File: config.mk
export PLATFORM = sky130hd
export DESIGN_NAME = bist_response_controller
export DESIGN_NICKNAME = d
export VERILOG_FILES = /design/src/rtl/bist_response_controller.sv
export SDC_FILE = /design/constraint.sdc
export NUM_CORES = 1
export LEC_CHECK = 0
export CORE_MARGIN = 2
export CORE_UTILIZATION = 40
export DETAILED_ROUTE_END_ITERATION = 12
export PLACE_DENSITY = 0.68
export SYNTH_ARGS = -nofsm -noshare
export SYNTH_HDL_FRONTEND = slang
export SYNTH_SLANG_ARGS = --single-unit
File: constraint.sdc
create_clock -name clock -period 3.53 [get_ports clock]
set_input_delay 0.5295 -clock clock [delete_from_list [all_inputs] [get_ports clock]]
set_output_delay 0.5295 -clock clock [all_outputs]
set_load 0.01 [all_outputs]
File: src/rtl/bist_response_controller.sv
// BIST sequencer: runs the TPG/MISR for N_PATTERNS cycles, checks the signature.
// Optional BIST_SIG_LATCH_EN adds the sig_latched debug capture port.
module bist_response_controller #(
   parameter int unsigned       N_PATTERNS = 8,
   parameter int unsigned       CNT_W      = 4,
   parameter logic [4:1]        GOLDEN_SIG = 4'hA
) (
   input  logic             clock,
   input  logic             reset,
   input  logic             start,
   input  logic             abort,
   input  logic [4:1]       dataout_misr,
   output logic             tpg_load,
   output logic             test_en,
   output logic             misr_rst_n,
   output logic [CNT_W-1:0] pat_cnt,
   output logic             busy,
   output logic             bist_done,
   output logic             bist_pass
`ifdef BIST_SIG_LATCH_EN
   ,
   output logic [4:1]       sig_latched
`endif
);

   typedef enum logic [2:0] {
      IDLE    = 3'd0,
      INIT    = 3'd1,
      RUN     = 3'd2,
      COMPARE = 3'd3,
      DONE    = 3'd4
   } state_e;

   localparam logic [CNT_W-1:0] LAST = CNT_W'(N_PATTERNS - 1);

   state_e           state_q, state_d;
   logic             start_q;
   logic             tpg_load_q;
   logic             test_en_q;
   logic             misr_rst_n_q;
   logic [CNT_W-1:0] cnt_q;
   logic             busy_q;
   logic             done_q;
   logic             pass_q;

   // Launch decisions use the registered copy of start.
   always_comb begin
      state_d = state_q;
      if (abort) begin
         state_d = IDLE;
      end else begin
         case (state_q)
            IDLE:    if (start_q) state_d = INIT;
            INIT:    state_d = RUN;
            RUN:     if (cnt_q == LAST) state_d = COMPARE;
            COMPARE: state_d = DONE;
            DONE:    if (start_q) state_d = INIT;
            default: state_d = IDLE;
         endcase
      end
   end

   always_ff @(posedge clock or negedge reset) begin
      if (!reset) begin
         state_q      <= IDLE;
         start_q      <= 1'b0;
         tpg_load_q   <= 1'b0;
         test_en_q    <= 1'b0;
         misr_rst_n_q <= 1'b0;
         cnt_q        <= '0;
         busy_q       <= 1'b0;
         done_q       <= 1'b0;
         pass_q       <= 1'b0;
      end else begin
         state_q      <= state_d;
         start_q      <= start;
         tpg_load_q   <= (state_d == INIT);
         test_en_q    <= (state_d == RUN);
         misr_rst_n_q <= (state_d inside {RUN, COMPARE, DONE});
         busy_q       <= (state_d inside {INIT, RUN, COMPARE});
         case (state_d)
            IDLE, INIT: begin
               cnt_q  <= '0;
               done_q <= 1'b0;
               pass_q <= 1'b0;
            end
            RUN: begin
               cnt_q <= (state_q == RUN) ? cnt_q + CNT_W'(1) : '0;
            end
            COMPARE: begin
               cnt_q <= cnt_q + CNT_W'(1);
            end
            DONE: begin
               if (state_q == COMPARE) begin
                  done_q <= 1'b1;
                  pass_q <= (dataout_misr == GOLDEN_SIG);
               end
            end
            default: ;
         endcase
      end
   end

`ifdef BIST_SIG_LATCH_EN
   logic [4:1] sig_q;

   always_ff @(posedge clock or negedge reset) begin
      if (!reset) begin
         sig_q <= '0;
      end else if (state_q == COMPARE) begin
         sig_q <= dataout_misr;
      end else if (state_d == INIT) begin
         sig_q <= '0;
      end
   end

   assign sig_latched = sig_q;
`endif

   assign tpg_load   = tpg_load_q;
   assign test_en    = test_en_q;
   assign misr_rst_n = misr_rst_n_q;
   assign pat_cnt    = cnt_q;
   assign busy       = busy_q;
   assign bist_done  = done_q;
   assign bist_pass  = pass_q;

endmodule

After elaboration in Yosys (flattened, before gate mapping)
Index checks and enable logic that the tools add are counted.

$add $sub $neg: 1. Multipliers: 0. Div/mod/pow operators: 0. Order comparisons: 0. Equal/unequal tests: 11. Shift-type cells: 0. Multiplexer cells: 10. Bitwise operators: 0. Reductions and logical operators: 9.

Operator list (number): equality test 3 x 2 -> 1 bit (second input constant) (4); one-hot mux 3 bit (4 select lines) (1); one-hot mux 4 bit (3 select lines) (1); 2-to-1 mux 3 bit (3); nonzero test 3 bit (3); equality test 3 x 1 -> 1 bit (second input constant) (2); equality test 3 bit (second input constant) (2); zero test 3 bit (2); adder 4 x 1 -> 4 bit (second input constant) (1); equality test 4 x 3 -> 1 bit (second input constant) (1); equality test 4 bit (second input constant) (1); 2-to-1 mux 4 bit (1); one-hot mux 1 bit (2 select lines) (2); OR reduction 2 bit (2); 2-to-1 mux 1 bit (2); inequality test 2 x 1 -> 1 bit (second input constant) (1); AND reduction 2 bit (1); nonzero test 2 bit (1).

Register bits: 14. Latch bits: 0. RAM bits: 0. Bits in read-only memories: 0. Input bits: 8. Output and inout bits: 10. Word-level logic and storage cells: 40. Memories: 0.

Depth between registers and ports, before layout
Gate-level depths: netlist (run 1).

Depth in word-level cells: 8. Mapped depth: 5.

Worst setup path after synthesis (run 1)
OpenSTA, ideal clock, no wires.

Kind: register to register. From: reg state_q[0]. To: reg pass_q, in the netlist bist_pass. Setup time: 125 ps. Data arrival time: 1466 ps. Data required time: 3405 ps. Path slack: 1939 ps. Stages on the path, launching flop included: 5. Buffers on the path: 1. Period minus slack after synthesis: 1591 ps. Cell sequence: dfrtp_1 -> buf_6 -> or4b_4 -> a2bb2oi_1 -> mux2_4.

Longest elaborated chain between the ends: 8. Elaborated cells on any way between the ends: 18. Those cells by class: eq/ne (7); mux (5); reduce/logical (6).

RTL lines: start: declaration (line 36) `state_e state_q, state_d;`; start signal: assignment (line 75) `state_q <= state_d;`; equality test 3 bit / zero test 3 bit (equally long branches) (line 52) `case (state_q)`; OR reduction 2 bit (no source line); one-hot mux 3 bit (4 select lines) (line 52); 2-to-1 mux 3 bit (line 49) `if (abort) begin`; equality test 3 x 1 -> 1 bit / zero test 3 bit (equally long branches) (line 81) `case (state_d)`; OR reduction 2 bit (line 81); nonzero test 2 bit (no source line); AND reduction 2 bit (no source line); end signal: assignment (line 96) `pass_q <= (dataout_misr == GOLDEN_SIG);`; end: declaration (line 44) `logic pass_q;`.

Several ways; a longest one is shown, not always the timed one. A chain may end at the register's enable or synchronous reset.

Worst setup path after layout (run 1)
From: reg cnt_q[2], in the netlist pat_cnt[2]. To: out pat_cnt[2].

RTL lines: start: declaration (line 41) `logic [CNT_W-1:0] cnt_q;`; start signal: assignment (line 88) `cnt_q <= (state_q == RUN) ? cnt_q + CNT_W'(1) : '0;`; start signal: assignment (line 91) `cnt_q <= cnt_q + CNT_W'(1);`; end: declaration (line 16) `output logic [CNT_W-1:0] pat_cnt,`.

No word-level cell between the ends.

==> results of run 1 <==
-- cell usage after synthesis, drive strengths merged, types with 2 or more instances --
library cell,n,area (µm²)
a211oi,2,15.0
a21oi,2,10.0
dfrtp,14,350
buf,2,16.3
mux2,2,26.3
inv,3,11.3
a2bb2oi,2,17.5
nand2b,3,18.8
nor2,4,15.0
or4b,2,23.8
nand2,4,15.0
a31oi,2,12.5
-- metrics by stage --
step,setup slack (ns),hold slack [ns],utilization,instance area (µm²)
floorplan,1.94,0.234,-,663
global placement,1.54,0.503,0.547,833
detailed placement,1.48,0.517,0.547,833
CTS,1.71,0.535,0.571,870
global route,1.64,0.557,0.571,870
finish,1.72,0.522,0.571,870
-- cells by family after synthesis --
logic type	after synthesis	share of synthesized area
xor+xnor	1	0.0132
fa+ha+maj	2	0.0340
simple gates	20	0.198
compound gates	13	0.140
flops	14	0.528
buf+inv	6	0.0472
mux	2	0.0396
-- cell type report --
cell class,instances,share of cell area
timing repair buffer,17,0.196
inverter,3,0.0129
sequential,14,0.403
multi-input combinational,38,0.324
clock buffer,4,0.0417
tap,16,0.0230
-- metal layers --
| layer | vias to the layer above | global-route usage | share of wire | wire length, µm |
|---|---|---|---|---|
| met3 | 0 | 0.0280 | 0.064 | 77 |
| met5 | - | 0 | 0 | 0 |
| met4 | 0 | 0.0364 | 0 | 0 |
| met2 | 14 | 0.220 | 0.47 | 561 |
| li1 | 242 | - | - | - |
| met1 | 222 | 0.189 | 0.47 | 564 |
-- worst max-delay path by stage --
stage                           startpoint                     end  slack, ns  cells past startpoint
floorplan             state_q[0]$_DFF_PN0_   bist_pass$_DFFE_PN0P_       1.94                      4
global placement                     abort  pat_cnt[3]$_DFFE_PN0P_       1.54                      4
detailed placement                   abort  pat_cnt[3]$_DFFE_PN0P_       1.48                      4
CTS                 pat_cnt[0]$_DFFE_PN0P_              pat_cnt[0]       1.71                      1
global route                         abort  pat_cnt[3]$_DFFE_PN0P_       1.64                      4
finish              pat_cnt[2]$_DFFE_PN0P_              pat_cnt[2]       1.72                      1
-- report_power, final --
part / internal [µW] / switching [µW] / total, µW / leakage, µW
Sequential: 168 / 8.32 / 177 / 0.000189
Clock: 62.6 / 48.2 / 111 / 0.0000210
Combinational: 26.5 / 19.0 / 45.5 / 0.000169
-- worst reg2reg max path: cells and delay by family (launching register included) --
kind / cells / cell delay [ns]
AOI/OAI and AO/OA: 1 / 0.16
DFF: 1 / 0.49
and+or+nand+nor: 1 / 0.60
muxes: 1 / 0.30
==> metrics.csv, run 1 <==
metric,value,unit
yosysSeqAreaShare,0.528,
cts_resized,0,
synth_area,663,µm²
nets,86,
drt_iter0_markers,2,
cp_num_buf_inv,1,
clock_skew,0.00488,ns
fillers,140,
synthDistinctLibCells,32,
cts_hold_buf,0,
largest_reg_flops,4,
required,3.00,ns
io_pins,18,
power.total,333,µW
post_cts.repair.setup_buffers,0,
finalSetupViolCount,0,
cts_buffer_depth,2,
grt_setup_unrepaired,false,
cts_tree,yes,
vdd_ir_drop_max,0.000220,V
final_common_cell,clkdlybuf4s50_1,
tns,0,ns
drive_above_1_share,0.132,
rrSetupSlack,1.86,ns
core_area,0.00152,mm²
area_growth,31.1,%
drtPass1Iterations,3,
synth_cells,58,
antenna_found_initial,0,
mostFrequentLayoutCells,"clkdlybuf4s50_1, dfrtp_1, nand2_1, nor2_1",
grt_use_total,0.137,
cp_max_fo,6,
worstSetupPathType,flop to output pin,
routabilityCongestion,0.700,
finalMaxSlewViolations,0,
max_slew.worst_pin.slew,0.613,ns
clock_latency,0.27,ns
hp-class,flop to flop,
synth_flop_cell,dfrtp_1,
path_cells,clkdlybuf4s50_1,
htreeDepth,1,
wl_per_cell,13.1,µm
diodes,0,
first_global_vias,458,
chipHeight,44.7,µm
finalCriticalPeriod,1.81,ns
max_stage_delay,0.57,ns
grt_first_pass_wirelength,1990,µm
drv_cap,0,
syn_area_per_cell,11.4,µm²
cp-start-kind,flop,
antenna_left,0,
syn-num-nets,67,
dp_hpwl,905,µm
vias_per_cell,5.20,
yosys_warnings,0,
rr_worst_depth,3,
critPathCaptureType,output pin,
min_to,bist_pass$_DFFE_PN0P_,
cts_sinks,14,
die_w,44.7,µm
hold_depth,1,
hp-start,bist_pass$_DFFE_PN0P_,
die_area,0.00200,mm²
multiInputGateArea,282,µm²
p_leak,0.000378,µW
grt_overflow,0,
grt_max_degree,15,
outcome,"complete, no violations",
timing.final.hold_violations,0,
fin_cells,92,
seqCellArea,350,µm²
wl,1200,µm
crit_family,buffers and inverters,
worst_path_max_delay_cell,clkdlybuf4s50_1,
clkTransAtPathRegs,0.08,ns
vias,478,
numCtsBuffers,3,
max_freq,0.553,GHz
clockRootBuffer,clkbuf_4,
slew_headroom,0.590,
start_util,0.435,
drc,0,
cp.arrival,1.28,ns
row_count,14,
reg2reg_from,state_q[0]$_DFF_PN0_,
dp_cells,88,
synth_edf_count,0,
pwr_density_cell,383,mW/mm²
r2r_end,bist_pass$_DFFE_PN0P_,
synth_async_sr_flop_share,1.00,
port-buffer-count,17,
fin_crit_sh,0.512,
synth-seq-cells,14,
Power figures use the tool's default switching activity.
==> inputs of run 2 (changes only) <==
--- a/config.mk
+++ b/config.mk
@@ -8,7 +8,7 @@
 export CORE_MARGIN = 2
 export CORE_UTILIZATION = 40
 export DETAILED_ROUTE_END_ITERATION = 12
-export PLACE_DENSITY = 0.68
+export PLACE_DENSITY = 0.71
 export SYNTH_ARGS = -nofsm -noshare
 export SYNTH_HDL_FRONTEND = slang
 export SYNTH_SLANG_ARGS = --single-unit
==> constraint.sdc (replaced) <==
create_clock -name clock -period 1.4 [get_ports clock]
set_input_delay 0.21 -clock clock [delete_from_list [all_inputs] [get_ports clock]]
set_output_delay 0.21 -clock clock [all_outputs]
set_load 0.01 [all_outputs]
==> run 2 against run 1 <==
Compared with the run above: the run now ends with negative setup slack left; global-route usage grew 2.7 points; first-iteration DRC count rose to 4.0 times the previous value; core utilization rose by 8.2 points; combinational power grew to 3.6 times the previous value; critical path depth increased by 2; non-clock buffer count grew 15; routed wire length rose by 13%; highest routed layer is now met4.
==> metrics.csv, run 2 (synthesized netlist as in run 1, its figures left out) <==
metric,value,unit
core_area,0.00152,mm²
drv_cap,0,
cp-start-kind,flop,
row_count,14,
drtPass1Iterations,2,
max_freq,0.662,GHz
grt_use_total,0.164,
grt_overflow,0,
fillers,138,
grt_setup_unrepaired,true,
path_cells,or4b_4 > a2bb2oi_2 > mux2_4,
max_stage_delay,0.57,ns
clkTransAtPathRegs,0.08,ns
pwr_density_cell,814,mW/mm²
drive_above_1_share,0.322,
drc,0,
seqCellArea,350,µm²
dp_hpwl,1040,µm
cts_sinks,14,
outcome,finished with violations,
hp-class,input pin to async pin,
htreeDepth,1,
multiInputGateArea,312,µm²
clock_skew,0.00222,ns
finalSetupViolCount,6,
postPlaceCellArea,945,µm²
vias,559,
grt_first_pass_wirelength,2310,µm
cp.arrival,1.67,ns
chipHeight,44.7,µm
vias_per_cell,5.27,
violations,negative setup slack,
fin_area,995,µm²
mostFrequentLayoutCells,"dfrtp_1, buf_4, clkdlybuf4s50_1",
diodes,0,
post-place-ws,-0.129,ns
setup.worst_path.start,state_q[0]$_DFF_PN0_,
pwr-share-comb,0.200,
antenna_found_initial,0,
finalCriticalPeriod,1.51,ns
timing.final.ws_setup,-0.110,ns
area_growth,50.0,%
die_w,44.7,µm
p_leak,0.000490,µW
timing.final.hold_violations,0,
p_int,616,µW
drt_iter0_markers,8,
clock_latency,0.27,ns
reg2reg_from,state_q[0]$_DFF_PN0_,
finalMaxSlewViolations,0,
start_util,0.435,
die_area,0.00200,mm²
fin_crit_sh,1.08,
vdd_ir_drop_max,0.000714,V
largest_reg_flops,4,
nets,101,
grt_max_degree,15,
io_pins,18,
numCtsBuffers,3,
wl_per_cell,12.8,µm
slew_headroom,0.849,
cp_max_fo,4,
clockRootBuffer,clkbuf_4,
port-buffer-count,17,
max_slew.worst_pin.slew,0.226,ns
p_switching,193,µW
cts_tree,yes,
worstSetupPathType,flop to flop,
required,1.56,ns
switching_share,0.239,
antenna_left,0,
cp_num_buf_inv,0,
routabilityCongestion,0.717,
critPathCaptureType,flop,
pwr-share-clk,0.265,
share_seq_of_total_power,0.535,
crit_family,simple AND/OR/NAND/NOR gates,
wl,1360,µm
worst_path_max_delay_cell,or4b_4,
cts_buffer_depth,2,
first_global_vias,550,
-- run 2: path summary, 6_finish.rpt --
check,depth (start not counted),slack [ns],endpoint
hold reg to reg,1,0.51,bist_pass$_DFFE_PN0P_
setup reg to reg,3,-0.11,bist_pass$_DFFE_PN0P_
hold / removal,2,0.25,bist_done$_DFFE_PN0P_
max in group asynchronous,2,0.99,pat_cnt[0]$_DFFE_PN0P_
min in group clock,1,0.37,start_q$_DFF_PN0_
setup / recovery,3,-0.11,bist_pass$_DFFE_PN0P_
-- run 2: layer usage --
layer / global-route usage / share of wire / wire (µm)
met5: 0 / 0 / 0
met4: 0.0909 / 0.0081 / 11
met3: 0.0440 / 0.056 / 76
met1: 0.180 / 0.45 / 607
met2: 0.284 / 0.49 / 661
-- run 2: timing repair --
action | in CTS | in global routing
setup buffers | 0 | 1
setup endpoints to repair | 12 | 9
hold buffers | 0 | 0
pin swaps | 4 | 1
resized for setup | 7 | 7
-- run 2: power groups by stage --
stage | sequential, µW | combinational [µW] | clock [µW]
finish | 433 | 162 | 214
detailed placement | 441 | 163 | 0
floorplan | 449 | 69.3 | 0
global placement | 440 | 160 | 0
global route | 435 | 178 | 246
CTS | 433 | 164 | 229
-- run 2: final cells by class --
type | instances | share of cell area
clock buffer | 3 | 0.0226
inverter | 3 | 0.0113
multi-input combinational | 38 | 0.313
sequential | 14 | 0.352
tap | 16 | 0.0201
timing repair buffer | 32 | 0.281
-- run 2: per-stage QoR --
step | power [µW] | TNS [ns] | hold WS (ns) | cells | util
2_1_floorplan | 518 | -0.621 | -0.0856 | 58 | -
3_3_place_gp | 601 | -0.536 | 0.498 | 102 | 0.620
3_5_place_dp | 603 | -0.638 | 0.509 | 102 | 0.620
4_1_cts | 826 | -0.433 | 0.248 | 105 | 0.636
5_1_grt | 859 | -0.664 | 0.249 | 106 | 0.653
6_report | 809 | -0.344 | 0.249 | 106 | 0.653
==> inputs of run 3 (changes only) <==
--- a/config.mk
+++ b/config.mk
@@ -9,6 +9,7 @@
 export CORE_UTILIZATION = 40
 export DETAILED_ROUTE_END_ITERATION = 12
 export PLACE_DENSITY = 0.71
+export SLEW_MARGIN = 20
 export SYNTH_ARGS = -nofsm -noshare
 export SYNTH_HDL_FRONTEND = slang
 export SYNTH_SLANG_ARGS = --single-unit
==> results of run 3 <==
Final layout, timing and power as in run 2 (identical DEF).
